`config.mk`:
```
export PLATFORM = sky130hd
export DESIGN_NAME = pingpong_resp_ctrl
export DESIGN_NICKNAME = d
export VERILOG_FILES = /design/src/rtl/pingpong_resp_ctrl.sv
export SDC_FILE = /design/constraint.sdc
export NUM_CORES = 1
export LEC_CHECK = 0
export CORE_AREA = 2 2 76 78
export DETAILED_ROUTE_END_ITERATION = 6
export DIE_AREA = 0 0 78 80
export DONT_BUFFER_PORTS = 1
export HOLD_SLACK_MARGIN = 0.03
export PLACE_DENSITY = 0.8
export SETUP_SLACK_MARGIN = 0.02
export SLEW_MARGIN = 20
export SYNTH_ARGS = -nofsm -noshare
export SYNTH_HDL_FRONTEND = slang
export SYNTH_SLANG_ARGS = --single-unit
```
`constraint.sdc`:
```
create_clock -name clk_clk -period 2 [get_ports clk_clk]
set_clock_uncertainty 0.1 [all_clocks]
set_input_delay 0.3 -clock clk_clk [delete_from_list [all_inputs] [get_ports clk_clk]]
set_output_delay 0.3 -clock clk_clk [all_outputs]
set_load 0.01 [all_outputs]
```
`src/rtl/pingpong_resp_ctrl.sv`:
```
// pingpong_resp_ctrl: answers each toggle of hps_ping with one toggle of
// fpga_pong after a programmable delay. It also counts completed exchanges
// and runs a heartbeat watchdog.
// Optional build macro PINGPONG_OVERRUN_EN adds the sticky overrun flag
// for pings dropped while busy.
module pingpong_resp_ctrl #(
    parameter int unsigned CNT_W       = 16,
    parameter int unsigned DLY_W       = 8,
    parameter int unsigned TO_W        = 26,
    parameter int unsigned TIMEOUT_CYC = 50000000
) (
    input  logic             clk_clk,
    input  logic             reset_reset_n,
    input  logic             hps_ping,
    output logic             fpga_pong,
    input  logic             enable,
    input  logic [DLY_W-1:0] resp_delay,
    input  logic             flags_clr,
    output logic             busy,
    output logic             ping_seen,
    output logic [CNT_W-1:0] ping_count,
    output logic             timeout,
    output logic             overrun
);

    typedef enum logic [1:0] {
        IDLE  = 2'd0,
        DELAY = 2'd1,
        REPLY = 2'd2
    } state_t;

    localparam logic [TO_W-1:0] WD_MAX = TO_W'(TIMEOUT_CYC - 1);

    logic             s1, s2, s3;
    logic             ev_c;
    state_t           state_q, state_d;
    logic [DLY_W-1:0] dcnt_q, dcnt_d;
    logic             pong_q, pong_d;
    logic             seen_q, seen_d;
    logic             busy_q;
    logic [CNT_W-1:0] cnt_q, cnt_d;
    logic [TO_W-1:0]  wcnt_q, wcnt_d;
    logic             timeout_q, timeout_d;

    // Three-flop synchroniser; a level change between s2 and s3 is one ping
    always_ff @(posedge clk_clk or negedge reset_reset_n) begin
        if (!reset_reset_n) begin
            s1 <= 1'b0;
            s2 <= 1'b0;
            s3 <= 1'b0;
        end else begin
            s1 <= hps_ping;
            s2 <= s1;
            s3 <= s2;
        end
    end

    assign ev_c = s2 ^ s3;

    // State and registered outputs
    always_ff @(posedge clk_clk or negedge reset_reset_n) begin
        if (!reset_reset_n) begin
            state_q   <= IDLE;
            dcnt_q    <= '0;
            pong_q    <= 1'b0;
            seen_q    <= 1'b0;
            busy_q    <= 1'b0;
            cnt_q     <= '0;
            wcnt_q    <= '0;
            timeout_q <= 1'b0;
        end else begin
            state_q   <= state_d;
            dcnt_q    <= dcnt_d;
            pong_q    <= pong_d;
            seen_q    <= seen_d;
            busy_q    <= (state_d != IDLE);
            cnt_q     <= cnt_d;
            wcnt_q    <= wcnt_d;
            timeout_q <= timeout_d;
        end
    end

    // Next-state logic: accept a ping, count down the delay, then toggle pong
    always_comb begin
        state_d = state_q;
        dcnt_d  = dcnt_q;
        pong_d  = pong_q;
        seen_d  = 1'b0;
        cnt_d   = cnt_q;
        case (state_q)
            IDLE: begin
                if (enable && ev_c) begin
                    dcnt_d  = resp_delay;
                    seen_d  = 1'b1;
                    state_d = DELAY;
                end
            end
            DELAY: begin
                if (!enable) begin
                    state_d = IDLE;
                end else if (dcnt_q == '0) begin
                    state_d = REPLY;
                end else begin
                    dcnt_d = dcnt_q - DLY_W'(1);
                end
            end
            REPLY: begin
                pong_d  = ~pong_q;
                cnt_d   = cnt_q + CNT_W'(1);
                state_d = IDLE;
            end
            default: state_d = IDLE;
        endcase
    end

    // Heartbeat watchdog: count silent enabled cycles, saturate, raise timeout
    always_comb begin
        wcnt_d    = wcnt_q;
        timeout_d = timeout_q;
        if (!enable || flags_clr || ev_c) begin
            wcnt_d = '0;
        end else if (wcnt_q != WD_MAX) begin
            wcnt_d = wcnt_q + TO_W'(1);
        end
        if (enable && !ev_c && (wcnt_q == WD_MAX)) begin
            timeout_d = 1'b1;
        end
        if (flags_clr) begin
            timeout_d = 1'b0;
        end
    end

`ifdef PINGPONG_OVERRUN_EN
    logic ovr_q;

    // Sticky flag for a ping that arrives while an exchange is in flight
    always_ff @(posedge clk_clk or negedge reset_reset_n) begin
        if (!reset_reset_n) begin
            ovr_q <= 1'b0;
        end else if (flags_clr) begin
            ovr_q <= 1'b0;
        end else if (enable && ev_c && (state_q != IDLE)) begin
            ovr_q <= 1'b1;
        end
    end

    assign overrun = ovr_q;
`else
    assign overrun = 1'b0;
`endif

    assign fpga_pong  = pong_q;
    assign ping_seen  = seen_q;
    assign busy       = busy_q;
    assign ping_count = cnt_q;
    assign timeout    = timeout_q;

endmodule
```
==> out/qor.log <==
[placement] number of cells in the design after placement 388
[synthesis] synthesized netlist cell count 296
[worst_setup_path] Reg2Reg Depth 5
[worst_setup_path] CP Capture Type flop
[sta] PnR worst setup slack -0.00915 ns
[synthesis] area share of the leading cell type in the synthesized netlist 49.9%
[floorplan] number of standard-cell rows in the floorplan 27
[worst_hold_path] Worst Hold End dcnt_q[1]$_DFFE_PN0P_
[routing] total vias in the final route 2497
[floorplan] number of top-level design ports 34
[cts] number of buffers on the longest clock path 2
[routing] average wire length per cell after detail routing 16.8 um
[grt] GRT Residual Overflow 0
[power_and_ir_drop] Tot Pwr 0.00289 W
[placement] Port Buffer Count 0
[worst_setup_path] data required time of the worst path 2.17 ns
[synthesis] number of synthesized register bits 59
[worst_hold_path] Hold WC Path Type in -> reg
[worst_setup_path] cell breakdown of the critical path ha_2 > nand3_4 > or4_4 > or4_4 > a21oi_1
[sta] Final Max Slew Viols 0
[synthesis] cell type with the highest aggregate area in the netlist dfrtp_1
[floorplan] Die H 80 um
[placement] HPWL reported at the end of detailed placement 4550 um
[worst_setup_path] Register-to-Register Setup Slack -0.009 ns
[synthesis] distinct cell type count of the synthesized netlist 54
[worst_setup_path] Max Fanout on Critical Path 9
[sta] portion of the clock cycle consumed by the worst path in the final layout 100%
[worst_setup_path] critical path's top delay family simple AND/OR/NAND/NOR gates
[worst_hold_path] worst hold path depth 2
[worst_setup_path] terminus of the critical flop-to-flop path wcnt_q[16]$_DFFE_PN0P_
[cts] clock latency on the worst-skew pair 0.35 ns
[synthesis] proportion of register bits with asynchronous set or reset after synthesis 100%
[routing] number of iterations in the first detailed-routing pass 4
[grt] total track usage 23.6%
[worst_setup_path] critical setup path kind reg -> reg
[routing] final antenna-violating net count 0
[worst_setup_path] Max stage delay on crit path 0.56 ns
[sta] number of endpoints failing setup at the final stage 3
[grt] via count of the first global-routing pass 2483
[grt] number of antenna violations at the first check in global routing 0
[synthesis] Post-synth EDFFs 0
[synthesis] primary flip-flop cell chosen by synthesis mapping dfrtp_1
[floorplan] Starting Density 54.8%
[sta] min cycle time layout 2.01 ns
[worst_hold_path] start point of the worst hold path resp_delay[1]
[placement] cell area after placement 3240 um^2
[floorplan] Placeable Area 5410 um^2
[synthesis] top cells by area in the synthesized netlist dfrtp_1, xnor2_1, nand2_1
[sta] slew at the pin with the worst max-slew slack 0.566 ns
[cts] Reg clk slew, reported paths 0.07 ns
[sta] slew margin rel. 61.9%
[sta] Final Hold Violating Endpoints 0
[cts] CTS tree done
[layout] Inserted Diodes 0
[layout] final standard cell area without fillers 3650 um^2
[cts] clock sink count 59
[placement] routability congestion estimate from global placement 0.879
[sta] unrepaired setup endpoints after global routing yes
[sta] Total Negative Setup Slacks -0.0222 ns
[synthesis] post-synthesis average cell area 10.0 um^2
[floorplan] width of the chip 78 um
[routing] total wire length 6950 um
[worst_setup_path] critical path startpoint category flop
[layout] post-layout instance count excluding filler cells 413
[worst_setup_path] CP dominant cell by count or4_4
[synthesis] Syn Std Cell Area 2960 um^2
[worst_setup_path] Critical path buffers and inverters 0
[status] outcome complete, but fails checks
[worst_setup_path] arrival time of data at the critical path endpoint 2.18 ns
[layout] footprint of the flip-flops and latches 1480 um^2
[synthesis] cell types with the highest counts after synthesis dfrtp_1, nand2_1, a21oi_1, nor2_1
[power_and_ir_drop] Leakage 1.51 nW
[layout] number of filler cells placed in the layout 406
[synthesis] sequential fraction of the synthesis area 49.9%
[layout] final core utilization 67.6%
[synthesis] synthesis warning total 0
[layout] combined area of the multi-input logic cells 1520 um^2
[power_and_ir_drop] pwr dens 793 nW/um^2
[cts] CTS Buf Count 9
[sta] highest attainable clock frequency 0.498 GHz
[routing] First DRT Iteration DRCs 148
[grt] pin count of the biggest net entering global routing 60
[layout] growth of design area from synthesis to finish 23.3%
[synthesis] number of nets in the synthesized netlist 312
[grt] global-route wire length before repair 11300 um
[layout] proportion of layout cells with a drive suffix above 1 22.9%
[status] failing checks negative setup slack
[routing] number of design rule violations left after detail routing 0
[synthesis] cell with the most instances after synthesis dfrtp_1
[cts] CTS H-Tree Depth 3
[floorplan] full die area 6240 um^2
[routing] average via count per standard cell 6.05
[worst_setup_path] slowest cell on the critical path or4_4
[cts] cell at the root of the clock tree clkbuf_8
[power_and_ir_drop] Worst IR Drop VDD 0.000723 V
[worst_setup_path] worst reg2reg path startpoint wcnt_q[1]$_DFFE_PN0P_
[layout] final net count 352
[run] max-cap violation count 0
-- kinds of logic after synthesis --
group           count (synthesis)  synth area share (%)
flops                          59                  49.9
mux                             9                  3.08
xor+xnor                       21                  6.21
other cells                     1                 0.127
fa+ha+maj                       3                  1.27
compound gates                 61                  13.3
simple gates                  122                  23.2
buf+inv                        20                  2.96
-- stage by stage --
| stage | hold WS (ns) | setup WS [ns] |
|---|---|---|
| floorplan | -0.0956 | -0.0158 |
| global placement | -0.0938 | 0.0417 |
| detailed placement | -0.0937 | -0.0286 |
| CTS | 0.0451 | 0.0102 |
| global route | 0.0580 | -0.0944 |
| finish | 0.0522 | -0.00915 |
-- worst max-delay path by stage --
| stage | from | end | slack (ns) | depth (start not counted) |
|---|---|---|---|---|
| 2_1_floorplan | wcnt_q[0]$_DFFE_PN0P_ | wcnt_q[24]$_DFFE_PN0P_ | -0.02 | 6 |
| 3_3_place_gp | wcnt_q[1]$_DFFE_PN0P_ | wcnt_q[18]$_DFFE_PN0P_ | 0.04 | 5 |
| 3_5_place_dp | wcnt_q[1]$_DFFE_PN0P_ | wcnt_q[16]$_DFFE_PN0P_ | -0.03 | 5 |
| 4_1_cts | wcnt_q[0]$_DFFE_PN0P_ | wcnt_q[19]$_DFFE_PN0P_ | 0.01 | 5 |
| 5_1_grt | wcnt_q[1]$_DFFE_PN0P_ | wcnt_q[25]$_DFFE_PN0P_ | -0.09 | 6 |
| 6_report | wcnt_q[1]$_DFFE_PN0P_ | wcnt_q[16]$_DFFE_PN0P_ | -0.009 | 5 |
-- worst register-to-register path, delay by kind of cell, from the launching register on --
kind / cells / cell delay [ns]
AO/OA/AOI/OAI: 1 / 0.14
adder cells (fa/ha/maj): 1 / 0.22
flip-flops: 1 / 0.39
AND/OR/NAND/NOR: 3 / 1.09
-- layout make-up --
class / count / area share, %
Tap cell: 72 / 2.47
Clock inverter: 7 / 2.23
Multi-Input combinational cell: 218 / 41.7
Sequential cell: 59 / 40.5
Timing Repair Buffer: 36 / 8.46
Clock buffer: 9 / 3.39
Inverter: 12 / 1.23
-- metal layers --
metal | share of wire [%] | vias up | wire length (um) | global-route usage, %
met5 | 0 | - | 0 | 0
met4 | 2.0 | 0 | 137 | 8.25
met3 | 5.7 | 20 | 397 | 8.71
met2 | 50 | 74 | 3510 | 40.4
met1 | 42 | 1216 | 2910 | 27.4
li1 | - | 1187 | - | -
-- where the power goes --
part	switching (W)	internal (W)	total, W
Clock	0.000529	0.000593	0.00112
Sequential	0.000115	0.00128	0.00140
Combinational	0.000190	0.000184	0.000374
Total	0.000834	0.00206	0.00289
-- sequential cells by signal, summed over array words and instances (netlist names) --
register    cells
wcnt_q         26
ping_count     16
dcnt_q          8
state_q         2
busy            1
fpga_pong       1
ping_seen       1
s1              1
s2              1
s3              1
timeout         1
-- cells in the final DEF, fill, tap and decap left out, drive strengths merged, types with 9 or more instances in the layout --
cell	n
nand2	25
inv	15
nand4	10
a21oi	17
clkbuf	9
o21ai	14
or4	10
nor2	16
buf	33
nand3	14
dfrtp	59
xnor2	14
-- what timing repair did --
action,CTS,global route
hold buffers,4,0
gates resized for setup,4,25
setup buffers,2,2
cloned,1,0
pin swaps,0,1
hold endpoints to repair,61,0
endpoints found under the setup margin,7,18
Note: power is estimated with default switching activity, not from simulation.
